==> src/rtl/jtframe_rom_arbn.sv <==
// N-slot SDRAM ROM read arbiter with a one-line (32-bit) cache per slot.
// Slots hit from their cached line or queue a line fetch over req/ack/rdy.
module jtframe_rom_arbn #(
    parameter int               SLOTS    = 9,
    parameter int               AW       = 22,
    parameter logic [SLOTS-1:0] DW8_MASK = 9'h0ED,
    parameter int               PRIO_RR  = 0
)(
    input  logic                  clk,
    input  logic                  rst,
    input  logic                  downloading,
    input  logic [SLOTS-1:0]      slot_cs,
    input  logic [SLOTS*AW-1:0]   slot_addr,
    output logic [SLOTS*16-1:0]   slot_dout,
    output logic [SLOTS-1:0]      slot_ok,
    output logic                  sdram_req,
    output logic [AW-1:0]         sdram_addr,
    input  logic                  sdram_ack,
    input  logic                  data_rdy,
    input  logic [31:0]           data_read
);

    localparam int IW = SLOTS > 1 ? $clog2(SLOTS) : 1;

    typedef enum logic [1:0] {IDLE, WAIT_ACK, WAIT_RDY} state_t;

    state_t         st;
    logic [AW-2:0]  line  [SLOTS];
    logic [AW-2:0]  tag   [SLOTS];
    logic [31:0]    cache [SLOTS];
    logic [15:0]    rd    [SLOTS];
    logic [SLOTS-1:0] valid, hit, pending;
    logic [IW-1:0]  gnt, last, pick;
    logic           found;
    logic [AW-2:0]  lat_tag;

    always_comb begin
        logic [AW-1:0] wa;
        logic [15:0]   word;
        logic          bsel;
        for (int n = 0; n < SLOTS; n++) begin
            wa   = slot_addr[n*AW +: AW];
            bsel = 1'b0;
            if (DW8_MASK[n]) begin
                bsel = wa[0];
                wa   = wa >> 1;
            end
            line[n] = wa[AW-1:1];
            word    = wa[0] ? cache[n][31:16] : cache[n][15:0];
            rd[n]   = DW8_MASK[n] ? {8'h00, bsel ? word[15:8] : word[7:0]} : word;
            hit[n]  = slot_cs[n] & valid[n] & (tag[n] == line[n]);
        end
        pending = slot_cs & ~hit;
    end

    // Round-robin searches from last+1 and wraps; fixed priority from slot 0
    always_comb begin
        int k;
        found = 1'b0;
        pick  = '0;
        for (int i = 0; i < SLOTS; i++) begin
            k = i + (PRIO_RR != 0 ? int'(last) + 1 : 0);
            if (k >= SLOTS) k = k - SLOTS;
            if (!found && pending[k]) begin
                found = 1'b1;
                pick  = IW'(k);
            end
        end
    end

    always_ff @(posedge clk) begin
        if (rst) begin
            st         <= IDLE;
            sdram_req  <= 1'b0;
            sdram_addr <= '0;
            valid      <= '0;
            slot_ok    <= '0;
            slot_dout  <= '0;
            last       <= '0;
            gnt        <= '0;
            lat_tag    <= '0;
            for (int n = 0; n < SLOTS; n++) begin
                tag[n]   <= '0;
                cache[n] <= '0;
            end
        end else if (downloading) begin
            st        <= IDLE;
            sdram_req <= 1'b0;
            valid     <= '0;
            slot_ok   <= '0;
        end else begin
            for (int n = 0; n < SLOTS; n++) begin
                slot_ok[n] <= hit[n];
                if (hit[n]) slot_dout[n*16 +: 16] <= rd[n];
            end
            unique case (st)
                IDLE: if (found) begin
                    gnt        <= pick;
                    last       <= pick;
                    lat_tag    <= line[pick];
                    sdram_addr <= {line[pick], 1'b0};
                    sdram_req  <= 1'b1;
                    st         <= WAIT_ACK;
                end
                WAIT_ACK: if (sdram_ack) begin
                    sdram_req <= 1'b0;
                    if (data_rdy) begin
                        cache[gnt] <= data_read;
                        tag[gnt]   <= lat_tag;
                        valid[gnt] <= 1'b1;
                        st         <= IDLE;
                    end else begin
                        st <= WAIT_RDY;
                    end
                end
                WAIT_RDY: if (data_rdy) begin
                    cache[gnt] <= data_read;
                    tag[gnt]   <= lat_tag;
                    valid[gnt] <= 1'b1;
                    st         <= IDLE;
                end
                default: st <= IDLE;
            endcase
        end
    end

endmodule

==> config.mk <==
export PLATFORM = sky130hd
export DESIGN_NAME = jtframe_rom_arbn
export DESIGN_NICKNAME = d
export VERILOG_FILES = /design/src/rtl/jtframe_rom_arbn.sv
export SDC_FILE = /design/constraint.sdc
export NUM_CORES = 1
export LEC_CHECK = 0
export CAP_MARGIN = 10
export CORE_MARGIN = 2
export CORE_UTILIZATION = 35
export DETAILED_ROUTE_END_ITERATION = 7
export GPL_ROUTABILITY_DRIVEN = 1
export SYNTH_ARGS = -nofsm -noshare
export SYNTH_HDL_FRONTEND = slang
export SYNTH_SLANG_ARGS = --single-unit
==> constraint.sdc <==
create_clock -name clk -period 9.4 [get_ports clk]
set_input_delay 1.88 -clock clk [delete_from_list [all_inputs] [get_ports clk]]
set_output_delay 1.88 -clock clk [all_outputs]
set_load 0.02 [all_outputs]
==> flow_summary.json, run 1 <==
{
  "swShare": 0.243,
  "overflow": 0,
  "port_buffers": 370,
  "wl_per_cell_um": 27.0,
  "yosys.area_share.adder": 0,
  "synth-edff-count": 477,
  "synth_warnings": 0,
  "synth-simple-area-share": 0.164,
  "synth-xor-area-share": 0.0567,
  "rsz0062_at_grt": "no",
  "p_switching_uw": 1560,
  "drt-total-wl_mm": 98.8,
  "path_max_fanout": 22,
  "power.internal_uw": 4850,
  "multi_input_area_um2": 10400,
  "setup_violations": 0,
  "slowest_delay_ps": 760,
  "r2r_cells": 10,
  "slowest_stage": "nand2b_1",
  "viasPerCell": 5.23,
  "hold_depth": 1,
  "p_clk_frac": 0.426,
  "ys_async_sr_fraction": 0,
  "antenna_found_initial": 30,
  "yosysSeqAreaShare": 0.607,
  "drv_slew": 0,
  "min_period_ps": 5960,
  "worstPathRequired_ps": 9920,
  "clk_pin_slew_worst_paths_ps": 60,
  "hold_start": "valid[6]",
  "synth_cells": 2178,
  "ff2ff_setup_slack_ps": 4890,
  "core_area_um2": 80300,
  "reg2reg_from": "tag[1][12]",
  "crit_chain": "clkdlybuf4s50_1, xor2_1, nor4_1, nand2_1, o31ai_2, nand4_1, nand2b_1, buf_4, or3_1, a21o_1, a311oi_2",
  "fin_util": 0.439,
  "synth-main-ff-cell": "edfxtp_1",
  "register_area_um2": 17200,
  "die_h_um": 288,
  "clock_path_buffers": 3,
  "status": "finished clean",
  "drc": 0,
  "fin_skew_ps": 23.7,
  "layout_commonest_cell": "edfxtp_1",
  "endpoint_kind": "flip-flop",
  "cts.sinks": 619,
  "seqPwrFrac": 0.479,
  "synth_top_family_by_area": "simple AND/OR/NAND/NOR gates",
  "timing.fmax_mhz": 168,
  "drt_iter0_drc": 2103,
  "initial_core_util": 0.352,
  "start_kind": "primary input",
  "arrival_ps": 6480,
  "grt_pass1_vias": 19100,
  "slew_headroom": 0.212,
  "htreeDepth": 3,
  "ys_ff_latch": 619,
  "netlist-cell-type-count": 54,
  "synth.cell_area_um2": 28300,
  "gp_congestion": 1.00,
  "fillers": 7221,
  "cts_tree": "yes",
  "grt_max_degree": 70,
  "synth_mux_area_frac": 0.0882,
  "min_period_over_period": 0.634,
  "drtPass1Iterations": 6,
  "cts_hold_buf": 0,
  "grt_pass1_wl_mm": 138,
  "stdcell_area_um2": 35300,
  "grt_use_total": 0.235,
  "dieArea_um2": 83100,
  "boundaryPins": 420,
  "hold_violations": 0,
  "hold_end": "valid[6]",
  "die_w_um": 288,
  "postCtsSetupBuffers": 0,
  "setup_tns_ps": 0,
  "drive_gt1_frac": 0.0975,
  "path_buf_inv": 2,
  "dpl_cell_area_um2": 33000,
  "syn_to_final_growth_pct": 24.7,
  "ir_worst_vdd_mv": 0.101,
  "numCtsBuffers": 71,
  "pwr-share-comb": 0.095,
  "rows": 104,
  "clk_latency_ps": 610,
  "r2r_end": "lat_tag[20]",
  "worst_pin_slew_ps": 1180,
  "vias": 19100,
  "final_cell_mix": "477 x edfxtp_1, 425 x and2_1, 369 x clkdlybuf4s50_1, 153 x nor2_1, 142 x dfxtp_1",
  "power_leakage_uw": 0.0133,
  "crit_family": "simple AND/OR/NAND/NOR gates",
  "critical_path_class": "in2reg",
  "cap_violations": 0,
  "cts_resized": 0,
  "hp-class": "reg2reg",
  "synth-compound-area-share": 0.0496,
  "ant_nets": 0,
  "power_density_nw_per_um2": 182,
  "clockRootBuffer": "clkbuf_16",
  "post_synth.cell_area_avg_um2": 13.0,
  "place_hpwl_mm": 69.2,
  "final_nets": 2772
}
[logic make-up (layout without fill, tap and decap cells)]
logic type	Yosys count	in the layout
other cells	1	63
xor+xnor	183	183
buf+inv	190	548
mux	189	189
compound gates	183	183
flops	619	619
simple gates	813	813
[layer usage]
metal | vias to the layer above | track usage | routed length (um)
met2 | 920 | 0.366 | 45300
met4 | 12 | 0.0881 | 3230
met5 | - | 0 | 78
met1 | 9500 | 0.314 | 40700
li1 | 8503 | - | -
met3 | 184 | 0.0615 | 9540
[power by group through the flow]
stage	Sequential, uW	Clock (uW)	Combinational (uW)
after global routing	3080	2880	635
final	3070	2740	607
after detailed placement	3130	0	598
after global placement	3130	0	598
after CTS	3070	2770	600
after floorplan	3120	0	269
[state kept, by name, indices dropped and copies added, names as in the netlist]
name,count
lat_tag,21
tag,189
cache,288
valid,9
gnt,4
slot_dout,96
slot_ok,9
st,2
sdram_req,1
[worst register-to-register path, delay by kind of cell (launching register included)]
family / cells / cell delay (ps)
DFF: 1 / 380
xor gates and xnor gates: 1 / 170
and+or+nand+nor: 5 / 2460
AOI/OAI and AO/OA: 3 / 940
buffers and inverters: 1 / 480
[worst max path at each step]
stage             startpoint     endpoint  slack [ps]  cells past startpoint
5_1_grt        slot_addr[35]  lat_tag[20]        3270                     11
3_3_place_gp   slot_addr[35]  lat_tag[20]        2910                     11
6_report       slot_addr[35]  lat_tag[20]        3440                     11
3_5_place_dp   slot_addr[35]  lat_tag[20]        2880                     11
2_1_floorplan            rst  cache[8][0]        4970                      7
4_1_cts        slot_addr[35]  lat_tag[20]        3490                     11
[metrics by stage]
stage	power (uW)	hold slack (ps)	setup WS [ps]	cells
after detailed placement	3730	443	2880	3514
after global routing	6590	470	3270	3644
after global placement	3730	434	2910	3514
after floorplan	3390	426	4970	2226
after CTS	6450	456	3490	3643
final	6420	456	3440	3658
[synthesized netlist by cell type (all sizes together) (2+ instances only)]
| cell type | count | area (um^2) |
|---|---|---|
| edfxtp | 477 | 14300 |
| and2 | 426 | 2670 |
| nor2 | 157 | 589 |
| dfxtp | 142 | 2840 |
| mux2i | 140 | 1400 |
| xor2 | 132 | 1160 |
| clkbuf | 112 | 420 |
| and3 | 75 | 469 |
| buf | 75 | 536 |
| xnor2 | 51 | 447 |
| a211oi | 48 | 360 |
| mux4 | 48 | 1080 |
| o211ai | 41 | 308 |
| o221ai | 40 | 350 |
| or2 | 32 | 200 |
| nor4 | 30 | 188 |
| nand4 | 26 | 178 |
| a21oi | 21 | 105 |
| nor3 | 21 | 110 |
| nand2 | 20 | 75.1 |
| a21o | 10 | 75.1 |
| or3 | 9 | 61.3 |
| o21ai | 8 | 51.3 |
| nand3 | 4 | 20.0 |
| inv | 3 | 11.3 |
| nand3b | 3 | 22.5 |
| o21a | 3 | 22.5 |
| o31a | 3 | 26.3 |
| or4 | 3 | 22.5 |
| nand2b | 2 | 12.5 |
| nor2b | 2 | 12.5 |
| nor3b | 2 | 15.0 |
| o21bai | 2 | 18.8 |
| o31ai | 2 | 25.0 |
[cell type report]
cell class,count,area share
flip-flops and latches,619,0.487
multi-input cells,1417,0.295
repair buffers,416,0.115
clock buffers,106,0.0573
well taps,1060,0.0376
clock inverters,23,0.00706
diodes,14,0.000993
inverters,3,0.000319
Power figures use the tool's default switching activity.
==> inputs of run 2 (changes only) <==
- clock period: 9.4 -> 4.8 ns (I/O delays scaled with it)
==> flow_summary.json, run 2 (synthesized netlist as in run 1, its figures left out) <==
{
  "wl_per_cell_um": 26.7,
  "path_max_fanout": 41,
  "cts.sinks": 619,
  "min_period_over_period": 0.826,
  "drt_iter0_drc": 1794,
  "largest_reg_flops": 288,
  "hp-class": "reg2reg",
  "cap_violations": 0,
  "drtPass1Iterations": 6,
  "ant_nets": 0,
  "core_area_um2": 80300,
  "syn_to_final_growth_pct": 25.6,
  "layout_commonest_cell": "edfxtp_1",
  "rsz0062_at_grt": "no",
  "fin_util": 0.443,
  "fillers": 7341,
  "status": "finished clean",
  "antenna_found_initial": 21,
  "worst_pin_slew_ps": 1040,
  "arrival_ps": 4480,
  "drt-total-wl_mm": 98.1,
  "clockRootBuffer": "clkbuf_16",
  "hold_violations": 0,
  "clk_latency_ps": 630,
  "dieArea_um2": 83100,
  "largest_register": "cache",
  "viasPerCell": 5.17,
  "postCtsSetupBuffers": 0,
  "power_density_nw_per_um2": 356,
  "cts_hold_buf": 0,
  "ir_worst_vdd_mv": 0.264,
  "drive_gt1_frac": 0.104,
  "power_leakage_uw": 0.0134,
  "die_h_um": 288,
  "fin_skew_ps": 21.4,
  "reg_top3": "cache x288, tag x189, slot_dout x96",
  "timing.fmax_mhz": 252,
  "drv_slew": 0,
  "rows": 104,
  "clock_path_buffers": 3,
  "htreeDepth": 3,
  "place_hpwl_mm": 69.8,
  "die_w_um": 288,
  "overflow": 0,
  "initial_core_util": 0.352,
  "cts_resized": 0,
  "numCtsBuffers": 72,
  "drc": 0,
  "grt_max_degree": 57,
  "final_cell_mix": "477 x edfxtp_1, 425 x and2_1, 369 x clkdlybuf4s50_1, 153 x nor2_1, 142 x dfxtp_1",
  "grt_pass1_wl_mm": 138,
  "port_buffers": 370,
  "grt_pass1_vias": 19000,
  "clk_pin_slew_worst_paths_ps": 60,
  "cts_tree": "yes",
  "setup_tns_ps": 0,
  "endpoint_kind": "flip-flop",
  "boundaryPins": 420,
  "start_kind": "primary input",
  "vias": 19000,
  "final_nets": 2791,
  "critical_path_class": "in2reg",
  "slew_headroom": 0.307,
  "gp_congestion": 0.928,
  "worstPathRequired_ps": 5310,
  "grt_use_total": 0.235,
  "setup_violations": 0,
  "min_period_ps": 3970
}
## run 2: cell count changes in the layout (fill, tap and decap cells not counted), sizes merged
cell,delta
buf,+18
bufinv,+1
clkbuf,-9
clkinv,+8
clkinvlp,+1
diode,-11
inv,+3
## run 2: metrics by stage
stage / instance area [um^2] / std cells / setup slack [ps] / total power [uW] / hold slack (ps)
after CTS: 35500 / 3666 / 880 / 12800 / 459
after global routing: 35500 / 3666 / 698 / 13100 / 485
final: 35500 / 3669 / 833 / 12700 / 461
after floorplan: 28500 / 2226 / 1290 / 6640 / 426
after detailed placement: 33200 / 3533 / 237 / 7340 / 444
after global placement: 33200 / 3533 / 264 / 7330 / 438
## run 2: final timing paths
| path | startpoint | slack, ps | cells after the start | endpoint |
|---|---|---|---|---|
| max reg2reg | tag[4][10] | 1260 | 10 | lat_tag[17] |
| max | slot_addr[107] | 830 | 11 | lat_tag[17] |
| min | valid[8] | 460 | 1 | valid[8] |
| min reg2reg | valid[8] | 460 | 1 | valid[8] |
## run 2: layer usage
metal  part of all wire  GRT usage  wire, um  vias up
li1                   -          -         -     8537
met1               0.41      0.317     40700     9406
met2               0.47      0.379     46400      841
met3              0.079     0.0434      7790      180
met4              0.033     0.0826      3210        8
met5            0.00044          0        43        -
## run 2: critical path, cell delays in order
cell and delay [ps]:
clkdlybuf4s50_1 510, xnor2_1 130, nand4_1 200, or4_1 660, o31ai_2 380, nand4_1 230, o22ai_4 260, buf_12 300
mux2i_1 480, o211ai_1 120, and3_1 190
## run 2: cell type report
type,count,area (um^2),area share
well taps,1060,1330,0.0373
clock buffers,97,1920,0.0539
repair buffers,434,4310,0.121
clock inverters,36,413,0.0116
diodes,3,7.51,0.000211
flip-flops and latches,619,17200,0.483
inverters,3,11.3,0.000317
multi-input cells,1417,10400,0.292
## run 2: power by group
part           total [uW]  internal (uW)  leakage (uW)  switching, uW
clock                5430           3120       0.00112           2300
combinational        1210            473       0.00627            733
sequential           6020           5910       0.00606            108
total               12700           9510        0.0134           3140
